==> config.mk <==
export PLATFORM = sky130hd
export DESIGN_NAME = fetch_stage
export DESIGN_NICKNAME = d
export VERILOG_FILES = /design/src/rtl/fetch_stage.sv
export SDC_FILE = /design/constraint.sdc
export NUM_CORES = 1
export LEC_CHECK = 0
export ABC_AREA = 1
export CAP_MARGIN = 20
export CORE_MARGIN = 2
export CORE_UTILIZATION = 30
export CTS_CLUSTER_DIAMETER = 60
export DETAILED_ROUTE_END_ITERATION = 7
export PLACE_DENSITY = 0.64
export RECOVER_POWER = 100
export SLEW_MARGIN = 0
export SYNTH_ARGS = -nofsm -noshare
export SYNTH_HDL_FRONTEND = slang
export SYNTH_SLANG_ARGS = --single-unit
export TNS_END_PERCENT = 50
==> constraint.sdc <==
create_clock -name clk -period 1.5 [get_ports clk]
set_input_delay 0.45 -clock clk [delete_from_list [all_inputs] [get_ports clk]]
set_output_delay 0.45 -clock clk [all_outputs]
set_load 0.03 [all_outputs]
==> src/rtl/fetch_stage.sv <==
// fetch_stage: program counter, instruction fetch and IF/ID pipeline register.
// Single-word instructions issue one per cycle. LDM is held in shadow
// registers for one cycle and issues together with its immediate word.
// HLT issues once and then freezes fetch until reset.
module fetch_stage #(
    parameter int ADDR_W   = 8,
    parameter int INSTR_W  = 16,
    parameter int RESET_PC = 0
) (
    input  logic               clk,
    input  logic               rst_n,
    input  logic               stall,
    output logic [ADDR_W-1:0]  imem_addr,
    input  logic [INSTR_W-1:0] imem_data,
    output logic               if_id_valid,
    output logic [2:0]         if_id_opcode,
    output logic [2:0]         if_id_rd,
    output logic [2:0]         if_id_rs1,
    output logic [2:0]         if_id_rs2,
    output logic [INSTR_W-1:0] if_id_imm,
    output logic [ADDR_W-1:0]  if_id_pc,
    output logic               halted
);

    typedef enum logic [1:0] {
        FETCH,
        FETCH_IMM,
        HALT
    } state_t;

    localparam logic [2:0] OP_LDM = 3'b001;
    localparam logic [2:0] OP_HLT = 3'b111;

    state_t              state_q;
    logic [ADDR_W-1:0]   pc_q;
    logic [ADDR_W-1:0]   pc_inc;

    logic [2:0]          sh_rd_q;
    logic [2:0]          sh_rs1_q;
    logic [2:0]          sh_rs2_q;
    logic [ADDR_W-1:0]   sh_pc_q;

    logic                valid_q;
    logic [2:0]          opcode_q;
    logic [2:0]          rd_q;
    logic [2:0]          rs1_q;
    logic [2:0]          rs2_q;
    logic [INSTR_W-1:0]  imm_q;
    logic [ADDR_W-1:0]   ipc_q;
    logic                halted_q;

    logic [2:0]          f_op;
    logic [2:0]          f_rd;
    logic [2:0]          f_rs1;
    logic [2:0]          f_rs2;

    // Instruction word field split; PC increment wraps modulo 2^ADDR_W.
    always_comb begin
        f_op   = imem_data[15:13];
        f_rd   = imem_data[12:10];
        f_rs1  = imem_data[9:7];
        f_rs2  = imem_data[6:4];
        pc_inc = pc_q + ADDR_W'(1);
    end

    // Fetch FSM with PC, shadow and IF/ID registers; stall holds everything.
    always_ff @(posedge clk or negedge rst_n) begin
        if (!rst_n) begin
            state_q  <= FETCH;
            pc_q     <= ADDR_W'(RESET_PC);
            sh_rd_q  <= '0;
            sh_rs1_q <= '0;
            sh_rs2_q <= '0;
            sh_pc_q  <= '0;
            valid_q  <= 1'b0;
            opcode_q <= '0;
            rd_q     <= '0;
            rs1_q    <= '0;
            rs2_q    <= '0;
            imm_q    <= '0;
            ipc_q    <= '0;
            halted_q <= 1'b0;
        end else if (!stall) begin
            case (state_q)
                FETCH: begin
                    if (f_op == OP_LDM) begin
                        sh_rd_q  <= f_rd;
                        sh_rs1_q <= f_rs1;
                        sh_rs2_q <= f_rs2;
                        sh_pc_q  <= pc_q;
                        valid_q  <= 1'b0;
                        opcode_q <= '0;
                        rd_q     <= '0;
                        rs1_q    <= '0;
                        rs2_q    <= '0;
                        imm_q    <= '0;
                        ipc_q    <= '0;
                        pc_q     <= pc_inc;
                        state_q  <= FETCH_IMM;
                    end else begin
                        valid_q  <= 1'b1;
                        opcode_q <= f_op;
                        rd_q     <= f_rd;
                        rs1_q    <= f_rs1;
                        rs2_q    <= f_rs2;
                        imm_q    <= '0;
                        ipc_q    <= pc_q;
                        if (f_op == OP_HLT) begin
                            halted_q <= 1'b1;
                            state_q  <= HALT;
                        end else begin
                            pc_q     <= pc_inc;
                        end
                    end
                end
                FETCH_IMM: begin
                    valid_q  <= 1'b1;
                    opcode_q <= OP_LDM;
                    rd_q     <= sh_rd_q;
                    rs1_q    <= sh_rs1_q;
                    rs2_q    <= sh_rs2_q;
                    imm_q    <= imem_data;
                    ipc_q    <= sh_pc_q;
                    pc_q     <= pc_inc;
                    state_q  <= FETCH;
                end
                HALT: begin
                    valid_q  <= 1'b0;
                    opcode_q <= '0;
                    rd_q     <= '0;
                    rs1_q    <= '0;
                    rs2_q    <= '0;
                    imm_q    <= '0;
                    ipc_q    <= '0;
                    halted_q <= 1'b1;
                end
                default: begin
                    state_q  <= FETCH;
                end
            endcase
        end
    end

    // Registered outputs; the memory address is the PC itself.
    always_comb begin
        imem_addr    = pc_q;
        if_id_valid  = valid_q;
        if_id_opcode = opcode_q;
        if_id_rd     = rd_q;
        if_id_rs1    = rs1_q;
        if_id_rs2    = rs2_q;
        if_id_imm    = imm_q;
        if_id_pc     = ipc_q;
        halted       = halted_q;
    end

endmodule

Yosys cells after proc, flatten, opt, wreduce, memory -nomap -nowiden
Cells that the tools add are included.
{"block": "word_totals", "inputBits": 19, "ff_bits": 65, "mem_count": 0, "romBits": 0, "latch_bits": 0, "mem_bits_rw": 0}
{"block": "classes", "n_eq_ne": 8, "reduce_logical": 12, "addsub": 1, "n_bitwise": 2, "n_mux": 22, "shift": 0, "n_mul": 0, "n_lt_le_gt_ge": 0, "div_mod_pow": 0}
{"op": "3-bit case mux with 3 select lines", "n": 4}
{"op": "16-bit case mux with 2 select lines", "n": 1}
{"op": "8-bit two-way mux", "n": 3}
{"op": "8-bit case mux with 3 select lines", "n": 1}
{"op": "8-bit case mux with 2 select lines", "n": 1}
{"op": "3-bit two-way mux", "n": 4}
{"op": "3-bit AND reduction", "n": 3}
{"op": "8-bit by 1-bit adder with 8-bit output, second input constant", "n": 1}
{"op": "3-bit != test, second input constant", "n": 2}
{"op": "2-bit nonzero test", "n": 3}
{"op": "2-bit two-way mux", "n": 2}
{"op": "2-bit != test, second input constant", "n": 2}
{"op": "2-bit case mux with 2 select lines", "n": 1}
{"op": "2-bit AND reduction", "n": 2}
{"op": "4-bit AND reduction", "n": 1}
{"op": "3-bit by 1-bit == test with 1-bit output, second input constant", "n": 1}
{"op": "3-bit == test, second input constant", "n": 1}
{"op": "1-bit two-way mux", "n": 3}
{"op": "1-bit case mux with 3 select lines", "n": 1}
{"op": "3-bit nonzero test", "n": 1}
{"op": "2-bit by 1-bit == test with 1-bit output, second input constant", "n": 1}
{"op": "2-bit == test, second input constant", "n": 1}
{"op": "2-bit logical NOT", "n": 1}
{"op": "1-bit NOT", "n": 2}
{"op": "2 further kinds", "n": 2}

Longest topological paths before layout
{"block": "depth", "word_depth": 4, "depth_mapped": 9}

Worst setup path after synthesis
No wires, ideal clock.
{"block": "synth_path", "path_kind": "register to register", "from": "register state_q[0]", "to": "register ipc_q[0] (netlist: if_id_pc[0])", "period_less_slack_ns": 1.549, "stages_incl_launch_ff": 9, "t_required_ns": 1.383, "setup_time_ns": 0.117, "arrival_ns": 1.431, "slack_ns": -0.049, "cell_sequence": "dfrtp_1 -> inv_1 -> ha_1 -> clkinv_1 -> buf_2 -> nand3_1 -> nand2_1 -> nand2_1 -> nand2_1"}
{"block": "synth_via", "elab_chain_cells": 3}
{"element": "start: declaration", "line": "34", "text": "state_t state_q;"}
{"element": "start signal: assignment", "line": "69", "text": "state_q <= FETCH;"}
{"element": "start signal: assignment", "line": "99", "text": "state_q <= FETCH_IMM;"}
{"element": "start signal: assignment", "line": "110", "text": "state_q <= HALT;"}
{"element": "2-bit == test, or another cell as far along", "line": "84", "text": "case (state_q)"}
{"element": "3-bit nonzero test (no source line)"}
{"element": "2-bit AND reduction (no source line)"}
{"element": "end signal: assignment", "line": "107", "text": "ipc_q <= pc_q;"}
{"element": "end signal: assignment", "line": "123", "text": "ipc_q <= sh_pc_q;"}
{"element": "end: declaration", "line": "49", "text": "logic [ADDR_W-1:0] ipc_q;"}
Several ways; a longest one is shown, not always the timed one.
A chain may end at the register's enable or synchronous reset.

Worst setup path after layout
{"block": "layout_path", "from": "register imm_q[9] (netlist: if_id_imm[9])", "to": "output port if_id_imm[9]"}
{"element": "start: declaration", "line": "48", "text": "logic [INSTR_W-1:0] imm_q;"}
{"element": "start signal: assignment", "line": "122", "text": "imm_q <= imem_data;"}
{"element": "end: declaration", "line": "20", "text": "output logic [INSTR_W-1:0] if_id_imm,"}
No word-level cell between the ends.

==> flow_summary_export.csv <==
group,metric,value,unit
outcome,status,"finished clean",
sta,clock_skew,7.815,ps
global_routing,grtUsageTotal,15.31,%
placed_design,place_congestion,0.8378,
sta,timing_hold_violations_final,0,
layout,nFillCells,976,
critical_path,worstSetupStartpointType,"register",
placed_design,dpl.hpwl,5610,um
clocking,clk_latency,340,ps
critical_path,cp.depth,1,
placed_design,place_area,4150,um2
detailed_routing,vias,2804,
sta,timing.final.ws_setup,15.80,ps
synth,ys_ff_latch,65,
layout,layout.cells.most_common,"nand2_1",
synth,avgSynthCellArea,8.161,um2
critical_path,slowest_delay,400,ps
sta,slew_headroom,41.41,%
synth,syn-num-nets,401,
critical_path,crit_arrival,1030,ps
placed_design,dp.cells,587,
sta,drv_slew,0,
layout,nNetsFinal,491,
layout,multi_input_area,1304,um2
sta,min_period,1484,ps
placed_design,dp_worst_setup_slack,-299.0,ps
floorplanning,die_h,105.3,um
critical_path,path_max_fanout,2,
worst_hold_path,hp-class,"in2async",
detailed_routing,route.detailed.drc,0,
clocking,clkSinkCount,65,
critical_path,worstSetupPathType,"reg2out",
detailed_routing,drtIter0Drc,187,
critical_path,crit_path_end_kind,"output port",
synth,ys_seq_area_share,52.87,%
global_routing,grt_use_met3,4.886,%
sta,rsz0062_at_grt,"yes",
detailed_routing,ant_nets,0,
critical_path,cp-startpoint,"if_id_imm[9]$_DFFE_PN0P_",
global_routing,use_met1,19.42,%
synth,yosysTopAreaCell,"dfrtp_1",
critical_path,reg2reg_from,"state_q[0]$_DFFE_PN0P_",
clocking,clk_pin_slew,70,ps
critical_path,worst-path-buf-inv,1,
critical_path,ff2ff_path_depth,6,
power,power_density,770.0,nW/um2
global_routing,grtUsageMet2,24.29,%
global_routing,grt_pass1_vias,2800,
critical_path,crit_chain,"clkdlybuf4s15_2",
floorplanning,dieArea,11080,um2
layout,regArea,1629,um2
clocking,cts-root-buf,"clkbuf_8",
global_routing,top_usage_layer,"met2",
sta,setup-violations-final,0,
detailed_routing,viasPerCell,4.635,
sta,whs,336.7,ps
layout,final_area,4329,um2
run,cap_violations,0,
power,power.static_leakage,2.228,nW
sta,fmax,673.8,MHz
floorplanning,rows,36,
synth,yosysWarnings,0,
detailed_routing,wl_per_cell,13.43,um
critical_path,cp_slowest_cell,"dfrtp_1",
floorplanning,initial_core_util,31.19,%
layout,diodes,0,
floorplanning,core_area,9864,um2
detailed_routing,drt_first_pass_iters,5,
synth,netlist_area,3077,um2
layout,fin_util,43.89,%
placed_design,io_buffer_count,64,
critical_path,critPathRequiredTime,1050,ps
global_routing,grt_max_degree,66,
sta,tightestPinTransition,878.9,ps
global_routing,antenna_found_initial,0,
floorplanning,io_pins,65,
synth,synth_top_area_share,52.87,%
power,power,3.334,mW
clocking,cts_buffer_depth,2,
layout,layout_common_cells,"nand2_1 (161), nand3_1 (63), dfrtp_1 (63)",
layout,fin_cells,605,
clocking,postCtsHoldBufs,0,
clocking,tritoncts,"yes",
synth,syn-instance-count,377,
layout,drive_gt1_share,25.64,%
synth,synth_area_leaders,"dfrtp_1 (53%), nand2_1 (20%), nand3_1 (10%)",
global_routing,grt_pass1_wl,13530,um
power,peakVddDrop,0.3479,mV
detailed_routing,drt_wl_total,8123,um
sta,min_period_over_period,98.95,%
sta,tns,0,ps
clocking,htreeDepth,3,
clocking,cts_made_buffers,9,
floorplanning,die_x,105.3,um
global_routing,overflow,0,
layout,areaGrowthSynthToFinish,40.71,%
synth,yosysUniqueCellTypes,24,
critical_path,cp_top_family,"flip-flops",
-- timing repair --
action,CTS,global route
endpoints found under the hold margin,0,0
endpoints found under the setup margin,41,56
setup buffers,0,1
resized for setup,64,15
gates cloned,0,1
pin swaps,0,1
-- kinds of logic after synthesis --
family / share of synthesized area [%]
flops: 52.87
xor+xnor: 0.8542
fa+ha+maj: 2.033
simple gates: 32.70
buf+inv: 6.344
compound gates: 5.206
-- where the power goes --
group          internal (mW)  leakage [nW]  switching (mW)
clock                  0.689        0.0867           0.632
combinational         0.0994          1.25           0.138
sequential              1.77         0.887         0.00867
total                   2.56          2.23           0.778
-- area by class of cell --
class / instances / area share (%)
inverters: 24 / 2.197
repair inverters: 1 / 0.1445
clock buffers: 14 / 3.757
well taps: 133 / 3.844
clock inverters: 2 / 0.2890
repair buffers: 97 / 22.02
flip-flops and latches: 65 / 37.63
multi-input cells: 269 / 30.12
-- synthesized netlist by cell type --
| master | n |
|---|---|
| o31ai_1 | 6 |
| o22ai_1 | 1 |
| nand3_1 | 63 |
| nor2_1 | 7 |
| nand3_2 | 1 |
| o21ai_0 | 4 |
| xor2_1 | 3 |
| inv_1 | 21 |
| a21oi_1 | 2 |
| ha_1 | 5 |
| nand2_4 | 1 |
| buf_6 | 2 |
| clkbuf_1 | 6 |
| nand2_1 | 162 |
| inv_2 | 2 |
| nand4_1 | 1 |
| buf_2 | 9 |
| dfrtp_1 | 65 |
| nor2_2 | 2 |
| clkinv_1 | 1 |
| o21ai_2 | 9 |
| nor2_4 | 1 |
| nor3_1 | 1 |
| buf_4 | 2 |
-- worst register-to-register path, delay by kind of cell (launching register included) --
kind | cells | cell delay [ps]
fa+ha+maj | 1 | 230
buf+inv | 3 | 390
flops | 1 | 390
compound gates | 1 | 200
simple gates | 1 | 160
-- flip-flops by register name, indices dropped and copies added (netlist names) --
name          count
sh_rd_q           3
if_id_rs1         3
if_id_imm        16
if_id_opcode      3
sh_rs2_q          3
if_id_pc          8
if_id_valid       1
imem_addr         8
if_id_rd          3
if_id_rs2         3
halted            1
sh_rs1_q          3
state_q           2
sh_pc_q           8
-- routing by layer --
layer  vias to the layer above  share of wire, %
li1                       1380                 -
met1                      1326                45
met4                         0               1.7
met3                        14               6.3
met2                        84                47
met5                         -                 0
-- path summary, 6_finish.rpt --
| path | slack, ps | endpoint |
|---|---|---|
| max | 20 | if_id_imm[9] |
| min | 340 | sh_pc_q[5]$_DFFE_PN0P_ |
| max reg2reg | 40 | if_id_imm[15]$_DFFE_PN0P_ |
| min reg2reg | 480 | sh_rs2_q[0]$_DFFE_PN0P_ |
| max in group asynchronous | 560 | imem_addr[2]$_DFFE_PN0P_ |
| min in group clk | 480 | sh_rs2_q[0]$_DFFE_PN0P_ |
(Power assumes the default switching activity.)
